### src/rtl/uart_prog_loader.sv
// rtl/uart_prog_loader.sv - UART 8N1 receiver feeding a length-prefixed instruction-memory loader
// Image format: 4-byte little-endian word count N, then N little-endian 32-bit words.
module uart_prog_loader #(
  parameter int CLKS_PER_BIT = 868
) (
  input  logic        clk,
  input  logic        rst,
  input  logic        rx_i,
  output logic        upg_wen_o,
  output logic [13:0] upg_adr_o,
  output logic [31:0] upg_dat_o,
  output logic        upg_done_o,
  output logic        err_o
);

  localparam int CW = $clog2(CLKS_PER_BIT + 1);
  localparam logic [CW-1:0] BIT_LAST  = CW'(CLKS_PER_BIT - 1);
  localparam logic [CW-1:0] HALF_LAST = CW'(CLKS_PER_BIT / 2 - 1);
  localparam logic [31:0]   MAX_WORDS = 32'd16384;

  typedef enum logic [1:0] {RX_IDLE, RX_START, RX_DATA, RX_STOP} rx_state_t;
  typedef enum logic [1:0] {LD_LEN, LD_DATA, LD_DONE} ld_state_t;

  // Synchronizer resets to the idle-high level so reset release never looks like a start bit.
  logic rx_meta, rx_sync;
  always_ff @(posedge clk or posedge rst) begin
    if (rst) begin
      rx_meta <= 1'b1;
      rx_sync <= 1'b1;
    end else begin
      rx_meta <= rx_i;
      rx_sync <= rx_meta;
    end
  end

  rx_state_t     rx_state, rx_state_nx;
  logic [CW-1:0] clk_cnt;
  logic [2:0]    bit_idx;
  logic [7:0]    rx_sh;
  logic          byte_valid, frame_err;
  logic          bit_tick, half_tick;

  assign bit_tick  = (clk_cnt == BIT_LAST);
  assign half_tick = (clk_cnt == HALF_LAST);

  always_comb begin
    rx_state_nx = rx_state;
    case (rx_state)
      RX_IDLE:  if (!rx_sync) rx_state_nx = RX_START;
      RX_START: if (half_tick) rx_state_nx = rx_sync ? RX_IDLE : RX_DATA;
      RX_DATA:  if (bit_tick && bit_idx == 3'd7) rx_state_nx = RX_STOP;
      RX_STOP:  if (bit_tick) rx_state_nx = RX_IDLE;
      default:  rx_state_nx = RX_IDLE;
    endcase
  end

  always_ff @(posedge clk or posedge rst) begin
    if (rst) begin
      rx_state   <= RX_IDLE;
      clk_cnt    <= '0;
      bit_idx    <= '0;
      rx_sh      <= '0;
      byte_valid <= 1'b0;
      frame_err  <= 1'b0;
    end else begin
      rx_state   <= rx_state_nx;
      clk_cnt    <= (rx_state == RX_IDLE || rx_state_nx != rx_state || bit_tick) ? '0 : clk_cnt + 1'b1;
      byte_valid <= (rx_state == RX_STOP) && bit_tick && rx_sync;
      frame_err  <= (rx_state == RX_STOP) && bit_tick && !rx_sync;
      if (rx_state == RX_IDLE) bit_idx <= '0;
      if (rx_state == RX_DATA && bit_tick) begin
        rx_sh   <= {rx_sync, rx_sh[7:1]};
        bit_idx <= bit_idx + 3'd1;
      end
    end
  end

  ld_state_t   ld_state, ld_state_nx;
  logic [1:0]  byte_cnt;
  logic [31:0] asm_sh, asm_word;
  logic [13:0] word_idx, last_idx;
  logic        last_byte;

  // rx_sh holds the received byte for as long as byte_valid is high.
  assign asm_word  = {rx_sh, asm_sh[31:8]};
  assign last_byte = byte_valid && (byte_cnt == 2'd3);

  always_comb begin
    ld_state_nx = ld_state;
    case (ld_state)
      LD_LEN: if (last_byte) begin
        if (asm_word == 32'd0) ld_state_nx = LD_DONE;
        else if (asm_word <= MAX_WORDS) ld_state_nx = LD_DATA;
      end
      LD_DATA: if (last_byte && word_idx == last_idx) ld_state_nx = LD_DONE;
      default: ld_state_nx = ld_state;
    endcase
  end

  always_ff @(posedge clk or posedge rst) begin
    if (rst) begin
      ld_state   <= LD_LEN;
      byte_cnt   <= '0;
      asm_sh     <= '0;
      word_idx   <= '0;
      last_idx   <= '0;
      upg_wen_o  <= 1'b0;
      upg_adr_o  <= '0;
      upg_dat_o  <= '0;
      upg_done_o <= 1'b0;
      err_o      <= 1'b0;
    end else begin
      ld_state  <= ld_state_nx;
      upg_wen_o <= 1'b0;
      if (frame_err) err_o <= 1'b0 | 1'b1;
      if (byte_valid && ld_state != LD_DONE) begin
        asm_sh   <= asm_word;
        byte_cnt <= byte_cnt + 2'd1;
      end
      if (last_byte) begin
        case (ld_state)
          LD_LEN: begin
            // An oversize header leaves byte_cnt wrapped to 0, ready for a fresh header.
            if (asm_word > MAX_WORDS) err_o <= 1'b1;
            else if (asm_word == 32'd0) upg_done_o <= 1'b1;
            else last_idx <= asm_word[13:0] - 14'd1;
          end
          LD_DATA: begin
            upg_wen_o <= 1'b1;
            upg_dat_o <= asm_word;
            upg_adr_o <= word_idx;
            if (word_idx == last_idx) upg_done_o <= 1'b1;
            else word_idx <= word_idx + 14'd1;
          end
          default: ;
        endcase
      end
    end
  end

endmodule

### config.mk
export PLATFORM = sky130hd
export DESIGN_NAME = uart_prog_loader
export DESIGN_NICKNAME = d
export VERILOG_FILES = /design/src/rtl/uart_prog_loader.sv
export SDC_FILE = /design/constraint.sdc
export NUM_CORES = 1
export LEC_CHECK = 0
export ABC_AREA = 1
export BUFFER_PORTS_ARGS = -buffer_cell sky130_fd_sc_hd__buf_2
export CORE_MARGIN = 5
export CORE_UTILIZATION = 54
export DETAILED_ROUTE_END_ITERATION = 10
export PLACE_DENSITY_LB_ADDON = 0.05
export SETUP_SLACK_MARGIN = 0.05
export SYNTH_ARGS = -nofsm -noshare
export SYNTH_HDL_FRONTEND = slang
export SYNTH_SLANG_ARGS = --single-unit
### constraint.sdc
create_clock -name clk -period 3.6 [get_ports clk]
set_input_delay 0.36 -clock clk [delete_from_list [all_inputs] [get_ports clk]]
set_output_delay 0.36 -clock clk [all_outputs]
set_load 0.03 [all_outputs]
== After elaboration in Yosys (flattened, before gate mapping) ==
Index checks and enable logic that the tools add are counted.
Word-level totals
  output and inout bits: 49
  word-level logic and storage cells: 90
  register bits: 140
  input port bits: 3
Cells by class
  magnitude comparators: 2
  bitwise operators: 3
  equal/unequal tests: 17
  $add $sub $neg: 5
  reductions and logical operators: 21
  multiplexer cells: 24
Operators by type and width (number)
  $gt A32 B15 Y1 const B: 1
  $le A32 B15 Y1 const B: 1
  $logic_not A32 Y1: 1
  $mux W2: 9
  $add A14 B1 Y14 const B: 1
  $eq A14 B14 Y1: 1
  $sub A14 B1 Y14 const B: 1
  $ne A2 B2 Y1 const B: 6
  $add A10 B1 Y10 const B: 1
  $eq A10 B10 Y1 const B: 1
  $eq A10 B9 Y1 const B: 1
  $mux W10: 1
  $mux W1: 9
  $logic_and A1 B1 Y1: 8
  $pmux W2 S4: 1
  $reduce_and A4 Y1: 2
  $eq A2 B2 Y1 const B: 3
  $mux W3: 2
  $reduce_and A5 Y1: 1
  $eq A2 B1 Y1 const B: 2
  $logic_not A2 Y1: 2
  $pmux W2 S2: 1
  $reduce_bool A2 Y1: 2
  $add A3 B1 Y3 const B: 1
  other kinds (10): 13

== Depth between registers and ports, before layout ==
  depth in word-level cells: 8
  depth in mapped cells: 12
  mapped depth without buffers: 12

== Worst setup path after synthesis ==
OpenSTA, ideal clock, no wires.
  kind: register to register
  start point: reg asm_sh[8]
  end point: reg last_idx[2]
  buffers on the path: 1
  path slack: 1.961 ns
  data required time: 3.478 ns
  stages on the path, launching flop included: 13
  setup time: 0.122 ns
  data arrival time: 1.517 ns
  path through: dfrtp_1 -> inv_1 -> ha_1 -> nand2_2 -> inv_2 -> nand2_4 -> nor2_2 -> nand2_1 -> nand2_2 -> nand3_4 -> buf_6 -> nand2_1 -> o21ai_2
Between the ends
  cells in the longest elaborated chain, start to end: 3
  elaborated cells between the ends (all ways): 6
Ends and longest elaborated chain
  start: declaration: RTL line 80  | logic [31:0] asm_sh, asm_word;
  start signal: assignment: RTL line 117  | asm_sh <= asm_word;
  $gt A32 B15 Y1 or $logic_not A32 Y1 (tied branches): RTL line 124, 125
  $not A1 Y1 (no source line)
  $reduce_and A4 Y1 (no source line)
  end signal: assignment: RTL line 126  | else last_idx <= asm_word[13:0] - 14'd1;
  end: declaration: RTL line 81  | logic [13:0] word_idx, last_idx;
Parallel ways exist; a longest one is shown, timed or not.
A chain may end at the register's enable or synchronous reset.

== Worst setup path after layout ==
  start point: reg clk_cnt[0]
  end point: reg bit_idx[0]
Between the ends
  cells in the longest elaborated chain, start to end: 3
  elaborated cells between the ends (all ways): 4
Ends and longest elaborated chain
  start: declaration: RTL line 37  | logic [CW-1:0] clk_cnt;
  start signal: assignment: RTL line 67  | clk_cnt <= (rx_state == RX_IDLE || rx_state_nx != rx_state || bit_tick) ? '0 : clk_cnt + 1'b1;
  $eq A10 B10 Y1 (*): RTL line 43  | assign bit_tick = (clk_cnt == BIT_LAST);
  $logic_and A1 B1 Y1 (*): RTL line 71  | if (rx_state == RX_DATA && bit_tick) begin
  $mux W3 or $reduce_bool A2 Y1 (tied branches)
  end signal: assignment: RTL line 73  | bit_idx <= bit_idx + 3'd1;
  end: declaration: RTL line 38  | logic [2:0] bit_idx;
Every way passes the cells marked *; elsewhere a longest branch is shown, timed or not.

==> metrics.csv <==
stage,metric,value,unit
pwr,p_sw_frac,0.208,
worst_setup_path,path_max_fanout,20,
logic_synthesis,yosysUniqueCellTypes,36,
worst_setup_path,cp-start-kind,flip-flop,
die,row_count,39,
layout,ff_latch_area,3310,µm²
layout,antenna_cells,0,
clocking,clock_sinks,132,
logic_synthesis,syn_area,6200,µm²
sta,min_period,2.24,ns
sta,setup_viol,0,
placed_design,dp_hpwl,8920,µm
logic_synthesis,synth_fp_nets,728,
layout,fill_cells,1005,
clocking,cts_tree,done,
drt,dr.pass1.iters,4,
layout,multi_input_area,2450,µm²
logic_synthesis,synth.area.top_cells,"dfrtp_1, nand2_1, o21ai_0, nor2_1, o21ai_2",
placed_design,io_buffers,51,
job,maxCapViolations,0,
die,initial_core_util,0.548,
pwr,pwr-share-comb,0.010,
drt,ant_nets,0,
worst_setup_path,cp_slowest_cell,nor3_2,
worst_setup_path,r2r_cells,10,
sta,slew_headroom,0.293,
pwr,power_leakage,3.66,nW
logic_synthesis,yosysTopAreaCell,dfrtp_1,
die,die_w,117,µm
clocking,hold_buffers,0,
worst_setup_path,cp.required,3.90,ns
outcome,status,completed,
clocking,cts_max_path_buffers,2,
pwr,p_int,2.58,mW
layout,instances_no_fill,926,
die,die_y,117,µm
worst_hold_path,hold_path.class,primary input to asynchronous set/reset pin,
global_routing,grt_pass1_wl,22200,µm
placed_design,gp_congestion,0.873,
clocking,clock_latency,0.42,ns
die,core_area,11300,µm²
drt,vias,4647,
global_routing,grt-ovfl-total,0,
worst_setup_path,rr_endpoint,bit_idx[0],
layout,final_layout_size_suffix_gt1_frac,0.236,
drt,route.detailed.drc,0,
worst_setup_path,cp_cell_sequence,"ha_1, inv_1, nor2_1, nand3_1, nor3_2, inv_2, nand2_1, inv_2, nand2_1, o21ai_1",
drt,viasPerCell,5.02,
sta,timing.fmax,446,MHz
worst_setup_path,worst-endpoint-arrival,2.55,ns
global_routing,grt_antenna_before_repair,0,
worst_setup_path,worstSetupEndpointType,flip-flop,
sta,worst_pin_slew,1.06,ns
clocking,clkSlewWorstSetupHoldPaths,0.06,ns
die,num_io_pins,52,
pwr,pwr-share-seq,0.456,
clocking,cts_root_buf,clkbuf_16,
sta,period_share,0.623,
logic_synthesis,synth_edf_count,0,
logic_synthesis,synthCells,718,
placed_design,place_inst,894,
clocking,cts_resized,0,
clocking,cts_made_buffers,17,
logic_synthesis,ys_ff_latch,132,
pwr,p_clk_frac,0.534,
logic_synthesis,synth.avg_cell_area,8.64,µm²
sta,hold_violations,0,
pwr,irDropWorstVdd,0.000459,V
worst_setup_path,rr_startpoint,clk_cnt[0],
drt,routedWlPerCell,13.8,µm
worst_setup_path,rrSetupSlack,1.36,ns
sta,fin_setup_tns,0,ns
clocking,post-cts-setup-buffers,0,
sta,rsz0062_at_grt,no,
worst_setup_path,slowest_delay,0.83,ns
sta,finClkSkew,0.00560,ns
logic_synthesis,synth-async-reset-ratio,1.00,
global_routing,grt_pass1_vias,4630,
layout,finalNetCount,780,
pwr,powerDensity,455,nW/µm²
global_routing,grt_max_degree,92,
layout,area_delta_synth_final,15.4,%
global_routing,grt.total_usage,0.209,
drt,drt-initial-drc-count,288,
die,die_area,13700,µm²
drt,drt_wl_total,12800,µm
clocking,ctsHtreeMaxLevel,4,
logic_synthesis,synth_top_cell_area_share,0.524,
pwr,power_switching,0.679,mW
worst_setup_path,path_class,flip-flop to flip-flop,
logic_synthesis,synth-seq-area-share,0.533,
sta,maxSlewViolCount,0,
logic_synthesis,synth_ff_type,dfrtp_1,
logic_synthesis,yosysWarnings,0,
==> cell usage in the layout (no fill, tap or decap), types with 5 or more instances in the layout <==
| cell | count |
|---|---|
| dfrtp_1 | 130 |
| inv_1 | 50 |
| xor2_1 | 22 |
| nand4_1 | 6 |
| xnor2_1 | 6 |
| nand3_1 | 19 |
| nor2_2 | 5 |
| nor3_1 | 7 |
| o21ai_2 | 24 |
| buf_2 | 51 |
| inv_2 | 37 |
| o21ai_1 | 31 |
| nand2_2 | 19 |
| nand2_1 | 198 |
| nor2_1 | 56 |
| o21ai_0 | 54 |
| ha_1 | 7 |
| clkbuf_16 | 17 |
==> per-layer routing <==
metal  part of all wire  global-route usage  vias to the layer above
met3              0.040              0.0530                       15
met4              0.014              0.0650                        0
met2               0.51               0.354                       60
met1               0.43               0.263                     2207
li1                   -                   -                     2365
met5                  0                   0                        -
==> critical path, delay by kind of cell (launching register included) <==
| kind | cells | cell delay [ns] |
|---|---|---|
| buffers and inverters | 3 | 0.18 |
| DFF | 1 | 0.39 |
| AOI/OAI and AO/OA | 1 | 0.06 |
| and+or+nand+nor | 5 | 1.24 |
| adders and majority gates | 1 | 0.26 |
==> synth_stat cells (4+ instances only) <==
cell,n
buf_2,4
buf_6,4
clkbuf_1,11
dfrtp_1,130
ha_1,7
inv_1,51
inv_2,37
nand2_1,199
nand2_2,18
nand3_1,19
nand4_1,6
nor2_1,56
nor2_2,5
nor3_1,7
o21ai_0,54
o21ai_1,32
o21ai_2,23
xnor2_1,6
xor2_1,22
==> through the flow <==
stage | util | instance area [µm²] | hold slack [ns] | setup slack, ns | total power [mW]
3_5_place_dp | 0.580 | 6570 | 0.348 | 1.39 | 1.55
5_1_grt | 0.633 | 7160 | 0.0243 | 1.02 | 3.36
6_report | 0.633 | 7160 | 0.00123 | 1.36 | 3.26
4_1_cts | 0.633 | 7160 | 0.0242 | 1.33 | 3.29
3_3_place_gp | 0.580 | 6570 | 0.347 | 1.52 | 1.55
2_1_floorplan | - | 6210 | 0.345 | 1.60 | 1.54
==> logic make-up (layout without fill, tap and decap cells) <==
family / after synthesis / in the layout / share of synthesized area
buffers and inverters: 111 / 176 / 0.0734
AO/OA/AOI/OAI: 113 / 113 / 0.107
XOR/XNOR: 28 / 28 / 0.0395
adder cells (fa/ha/maj): 7 / 7 / 0.0141
multiplexers: 1 / 1 / 0.00181
AND/OR/NAND/NOR: 326 / 326 / 0.232
flip-flops: 132 / 132 / 0.533
==> sequential cells by signal, indices dropped and copies added (netlist names), 2 cells and up <==
name	flops
last_idx	14
byte_cnt	2
word_idx	14
bit_idx	3
clk_cnt	10
asm_sh	24
ld_state	2
rx_state	2
rx_sh	8
upg_adr_o	14
upg_dat_o	32
==> worst max path at each step <==
stage,start,to,slack (ns),depth (start not counted)
after floorplan,rst,asm_sh[10],1.60,1
after global placement,clk_cnt[0],bit_idx[0],1.52,10
after detailed placement,clk_cnt[0],bit_idx[0],1.39,10
after CTS,clk_cnt[0],bit_idx[0],1.33,10
after global routing,clk_cnt[0],bit_idx[0],1.02,10
final,clk_cnt[0],bit_idx[0],1.36,10
==> cell type report <==
cell class,instances,share of cell area
clock inverter,12,0.0217
timing repair buffer,55,0.0416
inverter,89,0.0472
clock buffer,20,0.0610
multi-input combinational,475,0.342
sequential,132,0.462
tap,143,0.0250
==> power by group through the flow <==
| stage | clock [mW] | combinational (mW) | sequential [mW] |
|---|---|---|---|
| finish | 1.74 | 0.0323 | 1.49 |
| global placement | 0 | 0.0346 | 1.51 |
| global route | 1.83 | 0.0399 | 1.49 |
| CTS | 1.77 | 0.0354 | 1.49 |
| floorplan | 0 | 0.0220 | 1.51 |
| detailed placement | 0 | 0.0355 | 1.51 |
Note: power is estimated with default switching activity, not from simulation.
